`src/rtl/issue_if.sv`:
```
// Queue-head / CDB / issue-slot bundle between the instruction queue, the issue stage and the reservation stations.
// Latency: none, signal grouping only.
// Backpressure: the issue stage answers the queue through select_instruction (advance count).
interface issue_if #(
  parameter int TAG_W = 3
);
  logic [1:0]       iq_count;
  logic [7:0]       inst1_type;
  logic [7:0]       inst1_destination_reg;
  logic [7:0]       inst1_source_reg1;
  logic [7:0]       inst1_source_reg2;
  logic [7:0]       inst2_type;
  logic [7:0]       inst2_destination_reg;
  logic [7:0]       inst2_source_reg1;
  logic [7:0]       inst2_source_reg2;
  logic             cdb_valid;
  logic [TAG_W-1:0] cdb_tag;
  logic [1:0]       select_instruction;
  logic             iss1_valid;
  logic             iss2_valid;
  logic [TAG_W-1:0] iss1_tag;
  logic [TAG_W-1:0] iss2_tag;
  logic [7:0]       iss1_op;
  logic [7:0]       iss2_op;
  logic [2:0]       iss1_src1;
  logic [2:0]       iss1_src2;
  logic [2:0]       iss2_src1;
  logic [2:0]       iss2_src2;
  logic [TAG_W-1:0] iss1_qj;
  logic [TAG_W-1:0] iss1_qk;
  logic [TAG_W-1:0] iss2_qj;
  logic [TAG_W-1:0] iss2_qk;

  // Queue/CDB side: presents instructions and broadcasts, observes issue results.
  modport master (
    output iq_count, inst1_type, inst1_destination_reg, inst1_source_reg1, inst1_source_reg2,
    output inst2_type, inst2_destination_reg, inst2_source_reg1, inst2_source_reg2,
    output cdb_valid, cdb_tag,
    input  select_instruction, iss1_valid, iss2_valid, iss1_tag, iss2_tag, iss1_op, iss2_op,
    input  iss1_src1, iss1_src2, iss2_src1, iss2_src2, iss1_qj, iss1_qk, iss2_qj, iss2_qk
  );

  // Issue stage side.
  modport slave (
    input  iq_count, inst1_type, inst1_destination_reg, inst1_source_reg1, inst1_source_reg2,
    input  inst2_type, inst2_destination_reg, inst2_source_reg1, inst2_source_reg2,
    input  cdb_valid, cdb_tag,
    output select_instruction, iss1_valid, iss2_valid, iss1_tag, iss2_tag, iss1_op, iss2_op,
    output iss1_src1, iss1_src2, iss2_src1, iss2_src2, iss1_qj, iss1_qk, iss2_qj, iss2_qk
  );
endinterface

```
`src/rtl/issue_unit.sv`:
```
// Dual in-order issue: allocates add/mul RS entries, renames sources via a register status table.
// Latency: select_instruction combinational in cycle N, iss* registered and valid in cycle N+1.
// Backpressure: a slot whose RS class is full stalls it and everything younger (00 or 01 advance).
module issue_unit #(
  parameter int NUM_REGS = 8,
  parameter int ADD_RS   = 3,
  parameter int MUL_RS   = 2,
  parameter int TAG_W    = 3
) (
  input logic   clk,
  input logic   rst_n,
  issue_if.slave bus
);
  localparam int REG_W = $clog2(NUM_REGS);

  typedef enum logic [1:0] {CLS_NOP, CLS_ADD, CLS_MUL} cls_e;

  typedef struct packed {
    logic             vld;
    logic [TAG_W-1:0] tag;
    logic [7:0]       op;
    logic [REG_W-1:0] src1;
    logic [REG_W-1:0] src2;
    logic [TAG_W-1:0] qj;
    logic [TAG_W-1:0] qk;
  } slot_t;

  logic [ADD_RS-1:0] add_busy_q, add_busy_d;
  logic [MUL_RS-1:0] mul_busy_q, mul_busy_d;
  logic [TAG_W-1:0]  rstat_q [NUM_REGS];
  logic [TAG_W-1:0]  rstat_d [NUM_REGS];
  slot_t             iss1_q, iss1_d, iss2_q, iss2_d;

  cls_e              cls1, cls2;
  logic [1:0]        cnt;
  logic [ADD_RS-1:0] add_free, add_left, add_pick1, add_pick2;
  logic [MUL_RS-1:0] mul_free, mul_left, mul_pick1, mul_pick2;
  logic              s1_go, s2_go, s1_wr, s2_wr;
  logic [TAG_W-1:0]  tag1, tag2, q1j, q1k, q2j, q2k;

  function automatic cls_e cls_of(input logic [7:0] t);
    cls_e c;
    case (t)
      8'd1, 8'd2: c = CLS_ADD;
      8'd3, 8'd4: c = CLS_MUL;
      default:    c = CLS_NOP;
    endcase
    return c;
  endfunction

  function automatic logic [TAG_W-1:0] add_tag(input logic [ADD_RS-1:0] oh);
    logic [TAG_W-1:0] t;
    t = '0;
    for (int i = 0; i < ADD_RS; i++) if (oh[i]) t = TAG_W'(i + 1);
    return t;
  endfunction

  function automatic logic [TAG_W-1:0] mul_tag(input logic [MUL_RS-1:0] oh);
    logic [TAG_W-1:0] t;
    t = '0;
    for (int i = 0; i < MUL_RS; i++) if (oh[i]) t = TAG_W'(ADD_RS + i + 1);
    return t;
  endfunction

  // Table lookup with same-cycle CDB bypass so a result broadcast now is not waited on.
  function automatic logic [TAG_W-1:0] rename(input logic [7:0] src);
    logic [TAG_W-1:0] q;
    q = rstat_q[src[REG_W-1:0]];
    if (bus.cdb_valid && q == bus.cdb_tag) q = '0;
    return q;
  endfunction

  // Issue decision: slot1 allocation first, slot2 sees what slot1 left behind.
  always_comb begin
    cnt       = (bus.iq_count == 2'd3) ? 2'd2 : bus.iq_count;
    cls1      = cls_of(bus.inst1_type);
    cls2      = cls_of(bus.inst2_type);
    add_free  = ~add_busy_q;
    mul_free  = ~mul_busy_q;
    add_pick1 = add_free & (~add_free + ADD_RS'(1));
    mul_pick1 = mul_free & (~mul_free + MUL_RS'(1));
    s1_go     = (cnt != 2'd0) && ((cls1 == CLS_NOP) ||
                                  (cls1 == CLS_ADD && |add_free) ||
                                  (cls1 == CLS_MUL && |mul_free));
    s1_wr     = s1_go && (cls1 != CLS_NOP);
    add_left  = add_free & ~((s1_wr && cls1 == CLS_ADD) ? add_pick1 : '0);
    mul_left  = mul_free & ~((s1_wr && cls1 == CLS_MUL) ? mul_pick1 : '0);
    add_pick2 = add_left & (~add_left + ADD_RS'(1));
    mul_pick2 = mul_left & (~mul_left + MUL_RS'(1));
    s2_go     = s1_go && (cnt == 2'd2) && ((cls2 == CLS_NOP) ||
                                           (cls2 == CLS_ADD && |add_left) ||
                                           (cls2 == CLS_MUL && |mul_left));
    s2_wr     = s2_go && (cls2 != CLS_NOP);
    tag1      = (cls1 == CLS_ADD) ? add_tag(add_pick1) : mul_tag(mul_pick1);
    tag2      = (cls2 == CLS_ADD) ? add_tag(add_pick2) : mul_tag(mul_pick2);
    q1j       = rename(bus.inst1_source_reg1);
    q1k       = rename(bus.inst1_source_reg2);
    // slot1's destination is not in the table yet, so slot2 must take it directly
    q2j       = (s1_wr && bus.inst2_source_reg1[REG_W-1:0] == bus.inst1_destination_reg[REG_W-1:0])
                ? tag1 : rename(bus.inst2_source_reg1);
    q2k       = (s1_wr && bus.inst2_source_reg2[REG_W-1:0] == bus.inst1_destination_reg[REG_W-1:0])
                ? tag1 : rename(bus.inst2_source_reg2);
  end

  assign bus.select_instruction = {s2_go, s1_go & ~s2_go};

  // Next state: CDB releases first, then slot1 and slot2 claims (later writes win).
  always_comb begin
    add_busy_d = add_busy_q;
    mul_busy_d = mul_busy_q;
    rstat_d    = rstat_q;
    if (bus.cdb_valid) begin
      for (int i = 0; i < ADD_RS; i++) if (bus.cdb_tag == TAG_W'(i + 1)) add_busy_d[i] = 1'b0;
      for (int i = 0; i < MUL_RS; i++) if (bus.cdb_tag == TAG_W'(ADD_RS + i + 1)) mul_busy_d[i] = 1'b0;
      for (int r = 0; r < NUM_REGS; r++) if (rstat_q[r] == bus.cdb_tag) rstat_d[r] = '0;
    end
    if (s1_wr) begin
      if (cls1 == CLS_ADD) add_busy_d = add_busy_d | add_pick1;
      else                 mul_busy_d = mul_busy_d | mul_pick1;
      rstat_d[bus.inst1_destination_reg[REG_W-1:0]] = tag1;
    end
    if (s2_wr) begin
      if (cls2 == CLS_ADD) add_busy_d = add_busy_d | add_pick2;
      else                 mul_busy_d = mul_busy_d | mul_pick2;
      rstat_d[bus.inst2_destination_reg[REG_W-1:0]] = tag2;
    end
    iss1_d     = iss1_q;
    iss1_d.vld = 1'b0;
    if (s1_wr) iss1_d = '{vld: 1'b1, tag: tag1, op: bus.inst1_type,
                          src1: bus.inst1_source_reg1[REG_W-1:0],
                          src2: bus.inst1_source_reg2[REG_W-1:0], qj: q1j, qk: q1k};
    iss2_d     = iss2_q;
    iss2_d.vld = 1'b0;
    if (s2_wr) iss2_d = '{vld: 1'b1, tag: tag2, op: bus.inst2_type,
                          src1: bus.inst2_source_reg1[REG_W-1:0],
                          src2: bus.inst2_source_reg2[REG_W-1:0], qj: q2j, qk: q2k};
  end

  // State and issue-slot registers.
  always_ff @(posedge clk or negedge rst_n) begin
    if (!rst_n) begin
      add_busy_q <= '0;
      mul_busy_q <= '0;
      for (int r = 0; r < NUM_REGS; r++) rstat_q[r] <= '0;
      iss1_q     <= '0;
      iss2_q     <= '0;
    end else begin
      add_busy_q <= add_busy_d;
      mul_busy_q <= mul_busy_d;
      rstat_q    <= rstat_d;
      iss1_q     <= iss1_d;
      iss2_q     <= iss2_d;
    end
  end

  assign bus.iss1_valid = iss1_q.vld;
  assign bus.iss1_tag   = iss1_q.tag;
  assign bus.iss1_op    = iss1_q.op;
  assign bus.iss1_src1  = iss1_q.src1;
  assign bus.iss1_src2  = iss1_q.src2;
  assign bus.iss1_qj    = iss1_q.qj;
  assign bus.iss1_qk    = iss1_q.qk;
  assign bus.iss2_valid = iss2_q.vld;
  assign bus.iss2_tag   = iss2_q.tag;
  assign bus.iss2_op    = iss2_q.op;
  assign bus.iss2_src1  = iss2_q.src1;
  assign bus.iss2_src2  = iss2_q.src2;
  assign bus.iss2_qj    = iss2_q.qj;
  assign bus.iss2_qk    = iss2_q.qk;
endmodule

```
`src/flat_wrapper.sv`:
```
// flat-port wrapper written by rule: the top's interface ports become plain ports
module issue_unit_flat 
#(
  parameter int NUM_REGS = 8,
  parameter int ADD_RS   = 3,
  parameter int MUL_RS   = 2,
  parameter int TAG_W    = 3
)
  (clk, rst_n, bus_iq_count, bus_inst1_type, bus_inst1_destination_reg, bus_inst1_source_reg1, bus_inst1_source_reg2, bus_inst2_type, bus_inst2_destination_reg, bus_inst2_source_reg1, bus_inst2_source_reg2, bus_cdb_valid, bus_cdb_tag, bus_select_instruction, bus_iss1_valid, bus_iss2_valid, bus_iss1_tag, bus_iss2_tag, bus_iss1_op, bus_iss2_op, bus_iss1_src1, bus_iss1_src2, bus_iss2_src1, bus_iss2_src2, bus_iss1_qj, bus_iss1_qk, bus_iss2_qj, bus_iss2_qk);
  issue_if #(.TAG_W(TAG_W)) bus_i ();
  input logic clk;
  input logic rst_n;
  input wire logic [$bits(bus_i.iq_count)-1:0] bus_iq_count;
  input wire logic [$bits(bus_i.inst1_type)-1:0] bus_inst1_type;
  input wire logic [$bits(bus_i.inst1_destination_reg)-1:0] bus_inst1_destination_reg;
  input wire logic [$bits(bus_i.inst1_source_reg1)-1:0] bus_inst1_source_reg1;
  input wire logic [$bits(bus_i.inst1_source_reg2)-1:0] bus_inst1_source_reg2;
  input wire logic [$bits(bus_i.inst2_type)-1:0] bus_inst2_type;
  input wire logic [$bits(bus_i.inst2_destination_reg)-1:0] bus_inst2_destination_reg;
  input wire logic [$bits(bus_i.inst2_source_reg1)-1:0] bus_inst2_source_reg1;
  input wire logic [$bits(bus_i.inst2_source_reg2)-1:0] bus_inst2_source_reg2;
  input wire logic [$bits(bus_i.cdb_valid)-1:0] bus_cdb_valid;
  input wire logic [$bits(bus_i.cdb_tag)-1:0] bus_cdb_tag;
  output wire logic [$bits(bus_i.select_instruction)-1:0] bus_select_instruction;
  output wire logic [$bits(bus_i.iss1_valid)-1:0] bus_iss1_valid;
  output wire logic [$bits(bus_i.iss2_valid)-1:0] bus_iss2_valid;
  output wire logic [$bits(bus_i.iss1_tag)-1:0] bus_iss1_tag;
  output wire logic [$bits(bus_i.iss2_tag)-1:0] bus_iss2_tag;
  output wire logic [$bits(bus_i.iss1_op)-1:0] bus_iss1_op;
  output wire logic [$bits(bus_i.iss2_op)-1:0] bus_iss2_op;
  output wire logic [$bits(bus_i.iss1_src1)-1:0] bus_iss1_src1;
  output wire logic [$bits(bus_i.iss1_src2)-1:0] bus_iss1_src2;
  output wire logic [$bits(bus_i.iss2_src1)-1:0] bus_iss2_src1;
  output wire logic [$bits(bus_i.iss2_src2)-1:0] bus_iss2_src2;
  output wire logic [$bits(bus_i.iss1_qj)-1:0] bus_iss1_qj;
  output wire logic [$bits(bus_i.iss1_qk)-1:0] bus_iss1_qk;
  output wire logic [$bits(bus_i.iss2_qj)-1:0] bus_iss2_qj;
  output wire logic [$bits(bus_i.iss2_qk)-1:0] bus_iss2_qk;
  assign bus_i.iq_count = bus_iq_count;
  assign bus_i.inst1_type = bus_inst1_type;
  assign bus_i.inst1_destination_reg = bus_inst1_destination_reg;
  assign bus_i.inst1_source_reg1 = bus_inst1_source_reg1;
  assign bus_i.inst1_source_reg2 = bus_inst1_source_reg2;
  assign bus_i.inst2_type = bus_inst2_type;
  assign bus_i.inst2_destination_reg = bus_inst2_destination_reg;
  assign bus_i.inst2_source_reg1 = bus_inst2_source_reg1;
  assign bus_i.inst2_source_reg2 = bus_inst2_source_reg2;
  assign bus_i.cdb_valid = bus_cdb_valid;
  assign bus_i.cdb_tag = bus_cdb_tag;
  assign bus_select_instruction = bus_i.select_instruction;
  assign bus_iss1_valid = bus_i.iss1_valid;
  assign bus_iss2_valid = bus_i.iss2_valid;
  assign bus_iss1_tag = bus_i.iss1_tag;
  assign bus_iss2_tag = bus_i.iss2_tag;
  assign bus_iss1_op = bus_i.iss1_op;
  assign bus_iss2_op = bus_i.iss2_op;
  assign bus_iss1_src1 = bus_i.iss1_src1;
  assign bus_iss1_src2 = bus_i.iss1_src2;
  assign bus_iss2_src1 = bus_i.iss2_src1;
  assign bus_iss2_src2 = bus_i.iss2_src2;
  assign bus_iss1_qj = bus_i.iss1_qj;
  assign bus_iss1_qk = bus_i.iss1_qk;
  assign bus_iss2_qj = bus_i.iss2_qj;
  assign bus_iss2_qk = bus_i.iss2_qk;
  issue_unit #(.NUM_REGS(NUM_REGS), .ADD_RS(ADD_RS), .MUL_RS(MUL_RS), .TAG_W(TAG_W)) u_core (.clk(clk), .rst_n(rst_n), .bus(bus_i));
endmodule
```
`config.mk`:
```
export PLATFORM = sky130hd
export DESIGN_NAME = issue_unit_flat
export DESIGN_NICKNAME = d
export VERILOG_FILES = /design/src/rtl/issue_if.sv /design/src/rtl/issue_unit.sv /design/src/flat_wrapper.sv
export SDC_FILE = /design/constraint.sdc
export NUM_CORES = 1
export LEC_CHECK = 0
export CAP_MARGIN = 30
export CELL_PAD_IN_SITES_DETAIL_PLACEMENT = 0
export CELL_PAD_IN_SITES_GLOBAL_PLACEMENT = 1
export CORE_AREA = 2 2 126 153
export CTS_BUF_LIST = sky130_fd_sc_hd__clkbuf_16
export DETAILED_ROUTE_END_ITERATION = 8
export DIE_AREA = 0 0 128 155
export HOLD_SLACK_MARGIN = 0.12
export PLACE_DENSITY = 0.69
export SLEW_MARGIN = 5
export SYNTH_ARGS = -nofsm -noshare
export SYNTH_HDL_FRONTEND = slang
export SYNTH_SLANG_ARGS = --single-unit
```
`constraint.sdc`:
```
create_clock -name clk -period 4.08 [get_ports clk]
set_input_delay 1.02 -clock clk [delete_from_list [all_inputs] [get_ports clk]]
set_output_delay 1.02 -clock clk [all_outputs]
set_load 0.01 [all_outputs]
```
==> out/results.ini <==
[run_status]
outcome=finished clean

[place]
dp_hpwl_um=11300
place_congestion=0.8223
dp.cells=809
port_buffers=91

[clock_network]
clk_latency_ns=0.35
cts_tree=built
cts.path.max_buffers=2
htreeDepth=3
cts-hold-fix-buffers=0
cts_root_buffer=clkbuf_16
cts-buffers-inserted=9
cts.sinks=77
cts.reportedPaths.clkPinSlew_ns=0.06

[final_layout]
layoutNonFillerInstCount=828
final_common_cell=clkdlybuf4s50_1
post-route-util_pct=37.81
drive_gt1_share_pct=25.00
syn_to_final_growth_pct=33.23
diodes=0
fin_nets=667
most-common-layout-cells=clkdlybuf4s50_1, dfrtp_1, nand2_1

[worst_setup_path]
path_cells=dlygate4sd2_1 > or4b_4 > a2111oi_4 > or3_4 > nor2b_4 > o211ai_1 > a21oi_1 > buf_2
crit_required_ns=3.06
r2r_cells=7
slowest_stage=or4b_4
critPathLaunchType=primary input
criticalPathCategory=in2out
worstSetupStartpoint=bus_inst1_type[0]
cp.buffers_inverters=2
cpPeakStageDelay_ns=0.57
r2r_setup_slack_ns=1.50
path_delay_family=simple AND/OR/NAND/NOR gates
cp_max_fo=2
r2r-start=u_core.add_busy_q[0]$_DFF_PN0_
reg2reg_to=u_core.bus.iss2_qj[2]$_DFFE_PN0P_
cp-end-kind=output port
worstPathArrival_ns=2.95

[timing]
clock.fmax_ghz=0.2520
setup_viol=0
finalCriticalPeriod_ns=3.968
hold_viol=0
min_period_over_period_pct=97.26
rsz0062_at_grt=yes
drv_slew=0
tightest_slew_ns=0.7657
fin_skew_ns=0.009870
maxSlewHeadroom_pct=48.56

[route]
wirelength_um=15470
route.detailed.drc=0
first_iter_violations=190
wl_met3_um=839
routed.top_layer=met4
vias_per_cell=5.264
via_count=4359
met2_length_um=8048
firstDrtPassIters=4
wl_met1_um=6136
wire_per_inst_um=18.69
ant_nets=0

[synthesis]
synth_area_um2=5234
synthCells=491
synth_nets=563
synth_top_area_cell=dfrtp_1
synth_edf_count=0
synthArstFlopShare_pct=100.0
synth_cell_types=58
synth_top_cells_by_area=dfrtp_1, mux4_2, mux2_2
yosysSeqAreaShare_pct=36.82
synth_flop_cell=dfrtp_1
yosys_warnings=0
avgSynthCellArea_um2=10.66
synth_seq_cells=77
yosysTopAreaCellShare_pct=36.82

[die]
initial_core_util_pct=28.38
die_h_um=155
io_pins=122
die-width_um=128
core_um2=18440
rows=55
fp.dieArea_um2=19840

[worst_hold_path]
whs_path_depth=2
holdPathEnd=u_core.bus.iss1_src2[0]$_DFFE_PN0N_
hold_start=u_core.bus.iss1_src2[0]$_DFFE_PN0N_
hold_path.class=reg2reg

[power_and_ir_drop]
p_leak_uw=0.002716
power.density_nw_per_um2=318.2
peakVddDrop_v=0.0002030
p_total_uw=2219

[grt]
grt_max_degree=52
antenna_found_initial=0
grt_overflow=0
grt_pass1_wl_um=24580
grt_pass1_vias=4512
gr-usage-all-layers_pct=16.21

[flow_run]
maxCapViolCount=0

flip-flops by register name, indices dropped and copies added, names as in the netlist:
register	flops
u_core.bus.iss1_tag	3
u_core.bus.iss1_src1	3
u_core.bus.iss1_src2	3
u_core.bus.iss2_valid	1
u_core.bus.iss2_src2	3
u_core.bus.iss2_tag	3
u_core.bus.iss2_op	8
u_core.bus.iss1_op	8
u_core.add_busy_q	3
u_core.bus.iss2_qj	3
u_core.rstat_q	24
u_core.bus.iss1_qj	3
u_core.bus.iss2_qk	3
u_core.mul_busy_q	2
u_core.bus.iss2_src1	3
u_core.bus.iss1_qk	3
u_core.bus.iss1_valid	1
layer usage:
metal / global-route usage (%) / vias to the layer above
met2: 28.72 / 141
met3: 2.545 / 36
met4: 7.012 / 0
li1: - / 2013
met5: 0 / -
met1: 19.37 / 2169
per-stage QoR:
stage          setup TNS [ns]  worst slack (ns)  cell area, um2  hold WS (ns)
3_3_place_gp           -1.200           -0.7162            6536        0.4580
6_report                    0            0.1120            6973        0.4693
3_5_place_dp           -1.052           -0.6445            6571        0.4624
5_1_grt              -0.01416         -0.008351            6973        0.4924
4_1_cts                     0           0.05150            6943        0.4776
2_1_floorplan               0            0.2172            5234        0.5139
worst register-to-register path, cell delays in order (launching register included):
cell     delay, ns
dfrtp_1       0.59
nand3_1       0.22
nor3_1        0.37
or3_4         0.35
inv_2         0.11
nand4_1       0.18
mux2_2        0.38
mux2_2        0.26
cell type report:
cell class | instances | area, um2
timing repair buffer | 132 | 1241
fill | 1852 | 11470
multi-input combinational | 370 | 3186
tap | 228 | 285.3
clock buffer | 9 | 225.2
sequential | 77 | 1927
clock inverter | 7 | 90.09
inverter | 5 | 18.77
Yosys cell counts, types with 2 or more instances:
cell and count:
mux2_2 42, or4_4 2, nor4_1 7, buf_4 3, o21bai_1 2, dfrtp_1 77, o211ai_1 4, xor2_1 7
mux2_1 3, nor3_1 13, mux4_2 24, or2_2 3, and4b_1 3, buf_1 5, buf_2 5, mux2i_1 39
nor2_1 13, nor2b_1 10, inv_1 4, nand4_1 10, and2_1 7, nand2b_1 5, a21o_1 2, o21ai_0 13
a211oi_1 7, o31ai_1 4, a21oi_1 8, clkbuf_1 25, a31o_2 2, or3_1 4, nor4b_4 3, nand2_1 62
xnor2_1 36, a31oi_1 6, nand3_1 8
logic make-up (layout without fill, tap and decap cells):
kind of cell	after synthesis	in the layout	share of synthesized area [%]
buf+inv	44	153	3.634
flops	77	77	36.82
mux	108	108	27.47
xor+xnor	43	43	7.196
compound gates	59	59	7.818
simple gates	160	160	17.07
where the power goes:
group,total (uW),switching (uW),leakage [uW],internal [uW]
logic,467,227,0.00151,240
clock network,866,334,0.000151,532
registers,885,61.4,0.00105,824
total,2220,623,0.00272,1600
how the worst max path moves through the flow:
stage / cells after the start / end / slack, ns
after floorplan: 6 / bus_select_instruction[1] / 0.22
after global placement: 9 / bus_select_instruction[0] / -0.72
after detailed placement: 9 / bus_select_instruction[0] / -0.64
after CTS: 10 / bus_select_instruction[0] / 0.05
after global routing: 9 / bus_select_instruction[1] / -0.008
final: 8 / bus_select_instruction[0] / 0.11
timing repair:
item	4_1_cts	5_1_grt
pin swaps	9	3
resized for setup	24	4
gates cloned	0	0
buffers inserted	3	0
endpoints found under the setup margin	2	2
No activity file was read; power rests on OpenSTA's default activity.
